$ cat config.mk
export PLATFORM = sky130hd
export DESIGN_NAME = display_scan_controller_flat
export DESIGN_NICKNAME = d
export VERILOG_FILES = /design/src/rtl/display_scan_controller_if.sv /design/src/rtl/display_scan_controller.sv /design/src/flat_wrapper.sv
export SDC_FILE = /design/constraint.sdc
export NUM_CORES = 1
export LEC_CHECK = 0
export CAP_MARGIN = 20
export CORE_MARGIN = 2
export CORE_UTILIZATION = 44
export CTS_BUF_LIST = sky130_fd_sc_hd__clkbuf_2
export DETAILED_ROUTE_END_ITERATION = 7
export PLACE_DENSITY = 0.81
export SLEW_MARGIN = 20
export SYNTH_ARGS = -nofsm -noshare
export SYNTH_HDL_FRONTEND = slang
export SYNTH_SLANG_ARGS = --single-unit
$ cat constraint.sdc
create_clock -name clock -period 2.5 [get_ports clock]
set_input_delay 0.5 -clock clock [delete_from_list [all_inputs] [get_ports clock]]
set_output_delay 0.5 -clock clock [all_outputs]
set_load 0.02 [all_outputs]
$ cat src/rtl/display_scan_controller_if.sv
// Bundle between the watch datapath and the scan controller: eight digit words in,
// multiplexed anode/segment drive and frame marker out.
interface display_scan_controller_if;
    logic [5:0] d1;
    logic [5:0] d2;
    logic [5:0] d3;
    logic [5:0] d4;
    logic [5:0] d5;
    logic [5:0] d6;
    logic [5:0] d7;
    logic [5:0] d8;
    logic [7:0] an;
    logic [7:0] dec_ddp;
    logic       frame_start;

    modport master (
        output d1, d2, d3, d4, d5, d6, d7, d8,
        input  an, dec_ddp, frame_start
    );

    modport slave (
        input  d1, d2, d3, d4, d5, d6, d7, d8,
        output an, dec_ddp, frame_start
    );
endinterface

$ cat src/rtl/display_scan_controller.sv
// Round-robin scan of eight digit words onto a common-anode 7-segment display,
// with a blanking interval ahead of every slot to suppress ghosting.
//
// state | meaning
// BLANK | all anodes and segments off; counting BLANK_CYCLES clocks
// SHOW  | one anode on, driving the word captured at the end of BLANK
module display_scan_controller #(
    parameter int REFRESH_DIV  = 100_000,
    parameter int BLANK_CYCLES = 1_000
) (
    input  logic                      clock,
    input  logic                      reset,
    display_scan_controller_if.slave  bus
);
    localparam int CNT_W = $clog2(REFRESH_DIV);
    localparam logic [CNT_W-1:0] BLANK_LAST = CNT_W'(BLANK_CYCLES - 1);
    localparam logic [CNT_W-1:0] SHOW_LAST  = CNT_W'(REFRESH_DIV - BLANK_CYCLES - 1);

    localparam logic [0:0] BLANK = 1'b0;
    localparam logic [0:0] SHOW  = 1'b1;

    generate
        if (BLANK_CYCLES < 1 || BLANK_CYCLES >= REFRESH_DIV) begin : g_param_check
            $error("display_scan_controller: need 1 <= BLANK_CYCLES < REFRESH_DIV");
        end
    endgenerate

    logic [0:0]       state;
    logic [2:0]       idx;
    logic [CNT_W-1:0] cnt;
    logic [5:0]       word;

    always_comb begin
        word = bus.d1;
        case (idx)
            3'd0: word = bus.d1;
            3'd1: word = bus.d2;
            3'd2: word = bus.d3;
            3'd3: word = bus.d4;
            3'd4: word = bus.d5;
            3'd5: word = bus.d6;
            3'd6: word = bus.d7;
            3'd7: word = bus.d8;
            default: word = bus.d1;
        endcase
    end

    // abcdefg, active-low
    function automatic logic [6:0] hex7(input logic [3:0] v);
        case (v)
            4'h0: hex7 = 7'b0000001;
            4'h1: hex7 = 7'b1001111;
            4'h2: hex7 = 7'b0010010;
            4'h3: hex7 = 7'b0000110;
            4'h4: hex7 = 7'b1001100;
            4'h5: hex7 = 7'b0100100;
            4'h6: hex7 = 7'b0100000;
            4'h7: hex7 = 7'b0001111;
            4'h8: hex7 = 7'b0000000;
            4'h9: hex7 = 7'b0000100;
            4'hA: hex7 = 7'b0001000;
            4'hB: hex7 = 7'b1100000;
            4'hC: hex7 = 7'b0110001;
            4'hD: hex7 = 7'b1000010;
            4'hE: hex7 = 7'b0110000;
            default: hex7 = 7'b0111000;
        endcase
    endfunction

    // The output registers double as the slot's shadow copy: they are loaded only
    // on the BLANK->SHOW edge, so input changes during SHOW never reach the pins.
    always_ff @(posedge clock) begin
        if (reset) begin
            state           <= BLANK;
            idx             <= 3'd0;
            cnt             <= '0;
            bus.an          <= 8'hFF;
            bus.dec_ddp     <= 8'hFF;
            bus.frame_start <= 1'b0;
        end else begin
            bus.frame_start <= 1'b0;
            case (state)
                BLANK: begin
                    if (cnt == BLANK_LAST) begin
                        state <= SHOW;
                        cnt   <= '0;
                        if (word[5]) begin
                            bus.an      <= ~(8'b1 << idx);
                            bus.dec_ddp <= {hex7(word[4:1]), word[0]};
                        end else begin
                            bus.an      <= 8'hFF;
                            bus.dec_ddp <= 8'hFF;
                        end
                    end else begin
                        cnt <= cnt + 1'b1;
                    end
                end
                SHOW: begin
                    if (cnt == SHOW_LAST) begin
                        state           <= BLANK;
                        cnt             <= '0;
                        idx             <= idx + 3'd1;
                        bus.an          <= 8'hFF;
                        bus.dec_ddp     <= 8'hFF;
                        bus.frame_start <= (idx == 3'd7);
                    end else begin
                        cnt <= cnt + 1'b1;
                    end
                end
                default: state <= BLANK;
            endcase
        end
    end
endmodule

$ cat src/flat_wrapper.sv
// flat-port wrapper written by rule: the top's interface ports become plain ports
module display_scan_controller_flat 
#(
    parameter int REFRESH_DIV  = 100_000,
    parameter int BLANK_CYCLES = 1_000
)
  (clock, reset, bus_d1, bus_d2, bus_d3, bus_d4, bus_d5, bus_d6, bus_d7, bus_d8, bus_an, bus_dec_ddp, bus_frame_start);
  display_scan_controller_if bus_i ();
  input  logic clock;
  input  logic reset;
  input wire logic [$bits(bus_i.d1)-1:0] bus_d1;
  input wire logic [$bits(bus_i.d2)-1:0] bus_d2;
  input wire logic [$bits(bus_i.d3)-1:0] bus_d3;
  input wire logic [$bits(bus_i.d4)-1:0] bus_d4;
  input wire logic [$bits(bus_i.d5)-1:0] bus_d5;
  input wire logic [$bits(bus_i.d6)-1:0] bus_d6;
  input wire logic [$bits(bus_i.d7)-1:0] bus_d7;
  input wire logic [$bits(bus_i.d8)-1:0] bus_d8;
  output wire logic [$bits(bus_i.an)-1:0] bus_an;
  output wire logic [$bits(bus_i.dec_ddp)-1:0] bus_dec_ddp;
  output wire logic [$bits(bus_i.frame_start)-1:0] bus_frame_start;
  assign bus_i.d1 = bus_d1;
  assign bus_i.d2 = bus_d2;
  assign bus_i.d3 = bus_d3;
  assign bus_i.d4 = bus_d4;
  assign bus_i.d5 = bus_d5;
  assign bus_i.d6 = bus_d6;
  assign bus_i.d7 = bus_d7;
  assign bus_i.d8 = bus_d8;
  assign bus_an = bus_i.an;
  assign bus_dec_ddp = bus_i.dec_ddp;
  assign bus_frame_start = bus_i.frame_start;
  display_scan_controller #(.REFRESH_DIV(REFRESH_DIV), .BLANK_CYCLES(BLANK_CYCLES)) u_core (.clock(clock), .reset(reset), .bus(bus_i));
endmodule
==> out/results.tsv, run 1 <==
metric	value	unit
Met2 Wirelength	2780	um
total die area	5730	sq um
initial antenna violation count	0	
highest metal used	met4	
largest net degree at the start of global routing	26	
Comb power frac	0.152	
gr ovfl total	0	
CP Cell Sequence	inv_1 > ha_2 > buf_4 > nor3_4 > a221o_1 > o22a_1 > inv_2 > ha_1 > mux2i_1 > mux2_2 > a21oi_2	
Tightest Hold Check Type	reg -> reg	
Iter 0 DRT Violations	92	
Net Sw Frac	0.244	
number of slew-limit violations in the final report	0	
Final setup viols	0	
Tcrit/Tclk final	0.950	
WP data arrival	2700	ps
met3 wire len	251	um
Layout Nets	407	
HPWL after DPL	4420	um
Antenna Nets Post-Route	0	
Cell variety after synth	53	
RD Place Congestion	0.876	
Num CTS Buffers	5	
Die H	75.7	um
TritonCTS clock tree	yes	
H-tree depth	2	
Setup Crit Path Kind	reg -> reg	
leakage power	1.21	nW
total power	0.00103	W
ant diodes	0	
Worst path max stage delay	420	ps
drt wl/cell	13.4	um
maximum clock rate	421	MHz
RSZ-0062 raised after global routing	yes	
internal power	0.000781	W
clk slew on worst S/H paths	180	ps
final wirelength	5560	um
Rows	26	
Port Buf Inserts	66	
Worst Clk Skew	8.78	ps
Total GRT Usage	0.210	
clk sinks	38	
non-filler cells, final	415	
dominant synthesized flop cell	dfxtp_1	
clock latency at the later pin of the worst-skew pair	380	ps
drc violations	0	
die width	75.7	um
PD cells	330	nW/um^2
Syn-to-layout area delta	38.8	%
Final Hold Fails	0	
total negative slack	0	ps
synthesized area per cell	8.56	sq um
Longest Clk Path Bufs	2	
post-synthesis cell count	264	
Rel. slew slack	0.746	
WL met1	2420	um
synthesized area	2260	sq um
DR vias/cell	5.30	
Fin Hold WS	478	ps
share of cells above drive strength 1	0.139	
fraction of registers with async set/reset	0	
I/O pin total	67	
Net Sw Power	0.000252	W
vias	2198	
EDFF count, synth	0	
register area share after synthesis	0.337	
status	finished clean	
maximum VDD drop	0.194	mV
Setup crit start kind	flip-flop	
clk root buf	clkbuf_2	
Max Cap Viol	0	
CORE AREA	5040	sq um
Syn Nets	327	
Tmin final	2370	ps
warnings from Yosys	0	
crit end category	flip-flop	
Starting Density	0.448	
TritonRoute pass-1 iters	4	
Yosys reg bits	38	
# hold bufs at CTS	0	
Critical Path RT	2830	ps
worst-margin pin slew	377	ps
first-pass GRT wire length	9150	um
CP max FO	6	
dpl cells	406	
slowest cell on the critical path	dfxtp_4	
Flop pwr share	0.593	
number of global-route vias before repair	2145	
Clk pwr share	0.255	
==> cell type report <==
cell class / count / area [sq um]
timing repair buffer: 87 / 831
clock inverter: 2 / 8.76
inverter: 11 / 41.3
sequential: 38 / 766
multi-input combinational: 201 / 1370
clock buffer: 6 / 30.0
tap: 70 / 87.6
fill: 441 / 1910
==> layer usage <==
metal  up-vias  track usage
met5         -            0
met4         0       0.0955
met3        12       0.0503
met2        64        0.371
met1      1022        0.238
li1       1100            -
==> registers in the layout, summed over array words and instances (netlist names) <==
name                    count
u_core.bus.an               8
u_core.bus.dec_ddp          8
u_core.bus.frame_start      1
u_core.cnt                 17
u_core.idx                  3
u_core.state                1
==> worst paths after layout <==
kind	start	end	slack (ps)	depth (start not counted)
hold / removal	u_core.bus.an[4]	u_core.bus.an[4]	480	2
setup reg to reg	u_core.idx[1]	u_core.bus.dec_ddp[4]	130	11
setup / recovery	u_core.idx[1]	u_core.bus.dec_ddp[4]	130	11
hold reg to reg	u_core.bus.an[4]	u_core.bus.an[4]	480	2
==> cell usage after synthesis, types with 4 or more instances <==
cell	instances	share of area
or3_1	5	0.014
mux2i_1	5	0.022
a22oi_1	7	0.023
nand3_1	12	0.027
inv_1	11	0.018
o21ai_0	10	0.022
a221oi_1	5	0.019
xor2_1	4	0.016
xnor2_1	10	0.039
nand2b_1	6	0.017
ha_1	13	0.072
nor2_1	39	0.065
buf_2	6	0.013
a21oi_1	4	0.0089
nand2_1	19	0.032
a31oi_1	10	0.028
dfxtp_1	38	0.34
==> power by group through the flow <==
| stage | registers, W | logic, W | clock network, W |
|---|---|---|---|
| 2_1_floorplan | 0.000626 | 0.0000591 | 0 |
| 3_3_place_gp | 0.000626 | 0.000151 | 0 |
| 3_5_place_dp | 0.000626 | 0.000154 | 0 |
| 4_1_cts | 0.000614 | 0.000155 | 0.000274 |
| 5_1_grt | 0.000614 | 0.000171 | 0.000302 |
| 6_report | 0.000613 | 0.000157 | 0.000264 |
==> critical path, delay by kind of cell, from the launching register on <==
kind | cells | cell delay (ps)
compound gates | 3 | 530
simple gates | 1 | 250
fa+ha+maj | 2 | 480
mux | 2 | 340
buf+inv | 3 | 300
flops | 1 | 420
==> through the flow <==
step | area [sq um] | setup WS [ps] | util
finish | 3140 | 126 | 0.622
global route | 3140 | -44.6 | 0.622
CTS | 3110 | 31.9 | 0.617
detailed placement | 3070 | -81.9 | 0.609
global placement | 3070 | 17.1 | 0.609
floorplan | 2260 | 78.0 | -
==> timing repair <==
item                                    in CTS  in global routing
endpoints found under the setup margin       1                  6
buffers inserted                             0                  1
endpoints found under the hold margin        0                  0
pin swaps                                    0                  2
gates resized for setup                      2                  8
==> cell usage in the layout (no fill, tap or decap), drive strengths merged, types with 5 or more instances in the layout <==
| master | instances |
|---|---|
| nand3 | 12 |
| inv | 11 |
| o21ai | 12 |
| or3 | 5 |
| clkbuf | 6 |
| buf | 21 |
| a21oi | 6 |
| mux2i | 5 |
| ha | 13 |
| a221oi | 5 |
| nand2 | 19 |
| xnor2 | 10 |
| a22oi | 7 |
| a31oi | 10 |
| clkdlybuf4s50 | 66 |
| nand2b | 6 |
| nor2 | 41 |
| dfxtp | 38 |
==> cell families after synthesis <==
logic type / after synthesis / synth area share
multiplexers: 7 / 0.0321
AO/OA/AOI/OAI: 60 / 0.200
XOR/XNOR: 14 / 0.0543
adder cells (fa/ha/maj): 13 / 0.0720
flip-flops: 38 / 0.337
buffers and inverters: 25 / 0.0631
AND/OR/NAND/NOR: 107 / 0.241
Note: power is estimated with default switching activity, not from simulation.
==> run 2: changes to the inputs <==
--- a/config.mk
+++ b/config.mk
@@ -10,7 +10,9 @@
 export CORE_UTILIZATION = 44
 export CTS_BUF_LIST = sky130_fd_sc_hd__clkbuf_2
 export DETAILED_ROUTE_END_ITERATION = 7
+export GPL_TIMING_DRIVEN = 0
 export PLACE_DENSITY = 0.81
+export SETUP_SLACK_MARGIN = 0.05
 export SLEW_MARGIN = 20
 export SYNTH_ARGS = -nofsm -noshare
 export SYNTH_HDL_FRONTEND = slang
==> out/results.tsv, run 2 (synthesis results as in run 1) <==
metric	value	unit	change
Tightest Hold Check Type	reg -> reg		
Top Registers	u_core.cnt x17, u_core.bus.an x8, u_core.bus.dec_ddp x8		
Final Hold Fails	0		unchanged
CORE AREA	5040	sq um	unchanged
first-pass GRT wire length	9140	um	-0.15%
total die area	5730	sq um	unchanged
number of global-route vias before repair	2079		-3.1%
Layout Nets	408		+0.25%
maximum clock rate	401	MHz	-4.8%
RSZ-0062 raised after global routing	yes		
Setup Crit Path Kind	reg -> reg		
Reg with most FFs	u_core.cnt		
clk sinks	38		unchanged
Setup WS pre-CTS	-257	ps	-175 ps
clk root buf	clkbuf_2		
share of cells above drive strength 1	0.185		+0.0458
clock latency at the later pin of the worst-skew pair	390	ps	about the same
Tcrit/Tclk final	0.998		+0.0482
vias	2223		+1.1%
initial antenna violation count	0		unchanged
gr ovfl total	0		unchanged
leakage power	1.24	nW	+2.7%
Syn-to-layout area delta	44.8	%	
Critical Path RT	2830	ps	about the same
most frequent cells in the layout	clkdlybuf4s50_1, nor2_1, dfxtp_1, nand2_1		
fill count	421		-4.5%
Largest register FFs	17		unchanged
Crit path max-delay family	compound AO/OA/AOI/OAI gates		
I/O pin total	67		unchanged
Longest Clk Path Bufs	2		unchanged
PD cells	357	nW/um^2	+8.3%
slowest cell on the critical path	dfxtp_1		
Max Cap Viol	0		unchanged
TritonRoute pass-1 iters	4		unchanged
maximum VDD drop	0.215	mV	+11%
Total GRT Usage	0.209		-0.000274
Worst path max stage delay	430	ps	about the same
Buf/Inv on CP	3		unchanged
DR vias/cell	5.34		+0.89%
final wirelength	6040	um	+8.5%
RD Place Congestion	0.860		-1.9%
Final setup viols	0		unchanged
Layout Utilization	0.649		+0.0270
status	finished clean		
CP max FO	7		+1
# hold bufs at CTS	0		unchanged
die width	75.7	um	unchanged
Num CTS Buffers	5		unchanged
number of slew-limit violations in the final report	0		unchanged
drt wl/cell	14.5	um	+8.3%
worst-margin pin slew	403	ps	+26.0 ps
crit end category	flip-flop		
Final WS setup	5.11	ps	-121 ps
drc violations	0		unchanged
Die H	75.7	um	unchanged
ant diodes	0		unchanged
Setup crit start kind	flip-flop		
CP Cell Sequence	buf_6 > inv_1 > ha_2 > a221o_1 > o22a_1 > buf_4 > ha_2 > or3_1 > a31oi_1		
Fin Hold WS	460	ps	-18.0 ps
Rel. slew slack	0.731		-0.0147
Worst Clk Skew	12.0	ps	+3.20 ps
TritonCTS clock tree	yes		
Reg area	766	sq um	unchanged
most common cell after layout, fill and taps aside	clkdlybuf4s50_1		
area of the multi-input gates	1460	sq um	+6.1%
Crit path top cell by count	ha_2		
Starting Density	0.448		unchanged
Tmin final	2490	ps	+121 ps
HPWL after DPL	4310	um	-2.4%
WP data arrival	2820	ps	+120 ps
clk slew on worst S/H paths	190	ps	about the same
Rows	26		unchanged
largest net degree at the start of global routing	12		-54%
H-tree depth	2		unchanged
Port Buf Inserts	66		unchanged
Antenna Nets Post-Route	0		unchanged
Iter 0 DRT Violations	84		-8.7%
## run 2: layout make-up
type,count,area share
Multi-Input combinational cell,201,0.445
Timing Repair Buffer,75,0.223
Buffer,13,0.0394
Tap cell,70,0.0268
Inverter,11,0.0126
Clock buffer,7,0.0107
Sequential cell,38,0.234
Clock inverter,1,0.00918
## run 2: per-layer routing
layer	global-route usage	up-vias	routed length [um]
li1	-	1098	-
met1	0.253	1043	2550
met2	0.359	77	3100
met3	0.0529	5	307
met4	0.0760	0	76
met5	0	-	0
## run 2: final timing paths
path	from	end	slack (ps)	cells after the start
worst max-delay path	u_core.idx[2]	u_core.bus.dec_ddp[5]	5	9
worst min-delay path	u_core.cnt[0]	u_core.cnt[0]	460	1
worst max register to register	u_core.idx[2]	u_core.bus.dec_ddp[5]	5	9
worst min register to register	u_core.cnt[0]	u_core.cnt[0]	460	1
## run 2: report_power, final
part	switching, W	leakage, nW	internal (W)
Sequential	0.00000324	0.309	0.000610
Combinational	0.0000591	0.891	0.000105
Clock	0.000213	0.0432	0.000178
## run 2: through the flow
| stage | std cells | instance area [sq um] | power, W | TNS (ps) |
|---|---|---|---|---|
| 2_1_floorplan | 264 | 2260 | 0.000685 | 0 |
| 3_3_place_gp | 400 | 3010 | 0.000775 | -597 |
| 5_1_grt | 416 | 3270 | 0.00121 | -148 |
| 4_1_cts | 411 | 3110 | 0.00116 | 0 |
| 6_report | 416 | 3270 | 0.00117 | 0 |
| 3_5_place_dp | 400 | 3010 | 0.000778 | -942 |
## run 2: timing repair
| item | in CTS | in global routing |
|---|---|---|
| pin swaps | 1 | 6 |
| buffers inserted | 3 | 6 |
| gates resized for setup | 8 | 33 |
| setup endpoints to repair | 8 | 14 |
==> run 3: changes to the inputs <==
--- a/config.mk
+++ b/config.mk
@@ -5,9 +5,10 @@
 export SDC_FILE = /design/constraint.sdc
 export NUM_CORES = 1
 export LEC_CHECK = 0
+export ABC_AREA = 1
 export CAP_MARGIN = 20
 export CORE_MARGIN = 2
-export CORE_UTILIZATION = 44
+export CORE_UTILIZATION = 45
 export CTS_BUF_LIST = sky130_fd_sc_hd__clkbuf_2
 export DETAILED_ROUTE_END_ITERATION = 7
 export GPL_TIMING_DRIVEN = 0
==> out/results.tsv, run 3 <==
metric	value	unit	change
Setup crit start kind	flip-flop		
Rel. slew slack	0.746		+0.0145
dominant synthesized flop cell	dfxtp_1		
warnings from Yosys	0		unchanged
Longest Clk Path Bufs	2		unchanged
Die H	78.5	um	+3.7%
EDFF count, synth	0		unchanged
number of slew-limit violations in the final report	0		unchanged
Post-CTS Setup Bufs	0		-3
r2r setup slk	270	ps	+260 ps
Setup Crit Path Kind	reg -> reg		
Max Cap Viol	0		unchanged
Worst path max stage delay	380	ps	-50 ps
Layout Nets	515		+26%
clk sinks	38		unchanged
drt wl/cell	12.6	um	-13%
Reg with most FFs	u_core.cnt		
first-pass GRT wire length	10900	um	+20%
leakage power	1.43	nW	+15%
Fin Hold WS	426	ps	-34.9 ps
number of global-route vias before repair	2452		+18%
largest net degree at the start of global routing	14		+2
Tightest Hold Check Type	in -> reg		
# hold bufs at CTS	0		unchanged
Yosys reg bits	38		unchanged
gr ovfl total	0		unchanged
clock latency at the later pin of the worst-skew pair	420	ps	+30 ps
PD cells	379	nW/um^2	+6.1%
TritonRoute pass-1 iters	6		+2
Rows	27		+3.8%
final wirelength	6620	um	+9.6%
Port Buf Inserts	65		-1.5%
clk root buf	clkbuf_2		
RSZ-0062 raised after global routing	no		
status	finished clean		
WP data arrival	2590	ps	-230 ps
Syn Nets	443		+35%
Syn-to-layout area delta	33.9	%	
Synth area leader	dfxtp_1		
vias	2589		+16%
maximum clock rate	448	MHz	+12%
Buf/Inv on CP	3		unchanged
register area share after synthesis	0.305		-0.0320
Comb power frac	0.121		-0.019
synthesized area per cell	6.57	sq um	-23%
Crit path top cell by count	nor2_1		
Tcrit/Tclk final	0.893		-0.105
I/O pin total	67		unchanged
DR vias/cell	4.93		-7.7%
H-tree depth	2		unchanged
most frequent cells in the layout	nand2_1, clkdlybuf4s50_1, nor2_1, inv_1, dfxtp_1		
Num CTS Buffers	5		unchanged
synthesized area	2500	sq um	+11%
Largest register FFs	17		unchanged
Flop pwr share	0.485		-0.040
Iter 0 DRT Violations	191		+130%
CP max FO	8		+1
Antenna Nets Post-Route	0		unchanged
top cells by count, synth	nand2_1, nor2_1, inv_1		
drc violations	0		unchanged
total die area	6160	sq um	+7.6%
Tmin final	2230	ps	-263 ps
Worst Clk Skew	26.1	ps	+14.1 ps
most common cell after layout, fill and taps aside	nand2_1		
Net Sw Power	0.000292	W	+6.1%
CP Cell Sequence	ha_1 > ha_1 > buf_2 > nand2_1 > nand3_1 > nor2_1 > nand2_1 > nand2_2 > inv_1 > ha_1 > inv_1 > nor2_1 > nand2_1 > nand3_1 > nor2_1 > nor2_1		
clk slew on worst S/H paths	220	ps	+30 ps
ant diodes	0		unchanged
fraction of registers with async set/reset	0		unchanged
initial antenna violation count	0		unchanged
Starting Density	0.459		+0.0110
maximum VDD drop	0.267	mV	+24%
TritonCTS clock tree	yes		
synth top area cells	dfxtp_1, nand2_1, nor2_1, nand3_1, inv_1		
HPWL after DPL	5180	um	+20%
Total GRT Usage	0.222		+0.0127
Cell variety after synth	38		-28%
total negative slack	0	ps	unchanged
post-synthesis cell count	380		+44%
cell with the most instances after synthesis	nand2_1		
Final setup viols	0		unchanged
Net Sw Frac	0.230		-0.00509
die width	78.5	um	+3.7%
RD Place Congestion	0.888		+3.2%
internal power	0.000975	W	+9.2%
Critical Path RT	2860	ps	+30 ps
slowest cell on the critical path	dfxtp_1		
worst-margin pin slew	381	ps	-21.8 ps
crit end category	flip-flop		
share of cells above drive strength 1	0.102		-0.0834
Clk pwr share	0.394		+0.059
Final Hold Fails	0		unchanged
Crit path max-delay family	simple AND/OR/NAND/NOR gates		
Top Registers	u_core.cnt x17, u_core.bus.an x8, u_core.bus.dec_ddp x8		
CORE AREA	5440	sq um	+7.9%
post-synth top area share	0.305		-0.0320
## run 3: changes by cell type after synthesis, moves of 6 or more
| cell | previous run | this run |
|---|---|---|
| xnor2_1 | 10 | 1 |
| nand2_1 | 19 | 101 |
| nor2_1 | 39 | 62 |
| inv_1 | 11 | 45 |
| a22oi_1 | 7 | 0 |
| xor2_1 | 4 | 10 |
| a31oi_1 | 10 | 2 |
| nand2b_1 | 6 | 0 |
| nand3_1 | 12 | 34 |
## run 3: power by group through the flow
| stage | Sequential [W] | Combinational [W] | Clock (W) |
|---|---|---|---|
| after floorplan | 0.000625 | 0.0000618 | 0 |
| after global placement | 0.000626 | 0.000148 | 0 |
| after detailed placement | 0.000626 | 0.000152 | 0 |
| after CTS | 0.000614 | 0.000153 | 0.000508 |
| after global routing | 0.000615 | 0.000167 | 0.000533 |
| final | 0.000614 | 0.000153 | 0.000499 |
## run 3: layout make-up
type | instances | area [sq um]
inverters | 51 | 201
plain buffers | 6 | 53.8
well taps | 72 | 90.1
multi-input cells | 285 | 1490
clock buffers | 5 | 25.0
clock inverters | 3 | 68.8
flip-flops and latches | 38 | 762
repair buffers | 65 | 651
fillers | 507 | 2100
## run 3: path summary, 6_finish.rpt
kind                            cells past startpoint                     to          start
worst min register to register                      1          u_core.cnt[0]  u_core.cnt[0]
worst max register to register                     16  u_core.bus.dec_ddp[7]  u_core.idx[0]
worst max-delay path                               16  u_core.bus.dec_ddp[7]  u_core.idx[0]
worst min-delay path                                2         u_core.cnt[11]          reset
## run 3: metal layers
metal  GRT usage  vias up  part of all wire
met3      0.0506        9             0.061
met2       0.410       74              0.49
met4      0.0474        0            0.0086
met5           0        -                 0
li1            -     1343                 -
met1       0.261     1163              0.44
## run 3: repair_timing
| item | CTS | global route |
|---|---|---|
| endpoints found under the hold margin | 0 | 0 |
| setup endpoints to repair | 0 | 5 |
| gates resized for setup | 0 | 5 |
## run 3: metrics by stage
stage               setup slack (ps)   util  cell area, sq um  std cells  total power [W]
floorplan                        419      -              2500        380         0.000687
global placement                 198  0.595              3240        517         0.000774
detailed placement               133  0.595              3240        517         0.000778
CTS                              131  0.613              3330        525          0.00128
global route                    65.3  0.615              3340        525          0.00132
finish                           268  0.615              3340        525          0.00127
## run 3: logic make-up after synthesis
group                      after synthesis  share of synthesized area
AOI/OAI and AO/OA                       28                     0.0641
xor gates and xnor gates                11                     0.0386
DFF                                     38                      0.305
and+or+nand+nor                        233                      0.425
adders and majority gates               13                     0.0651
buffers and inverters                   57                      0.102
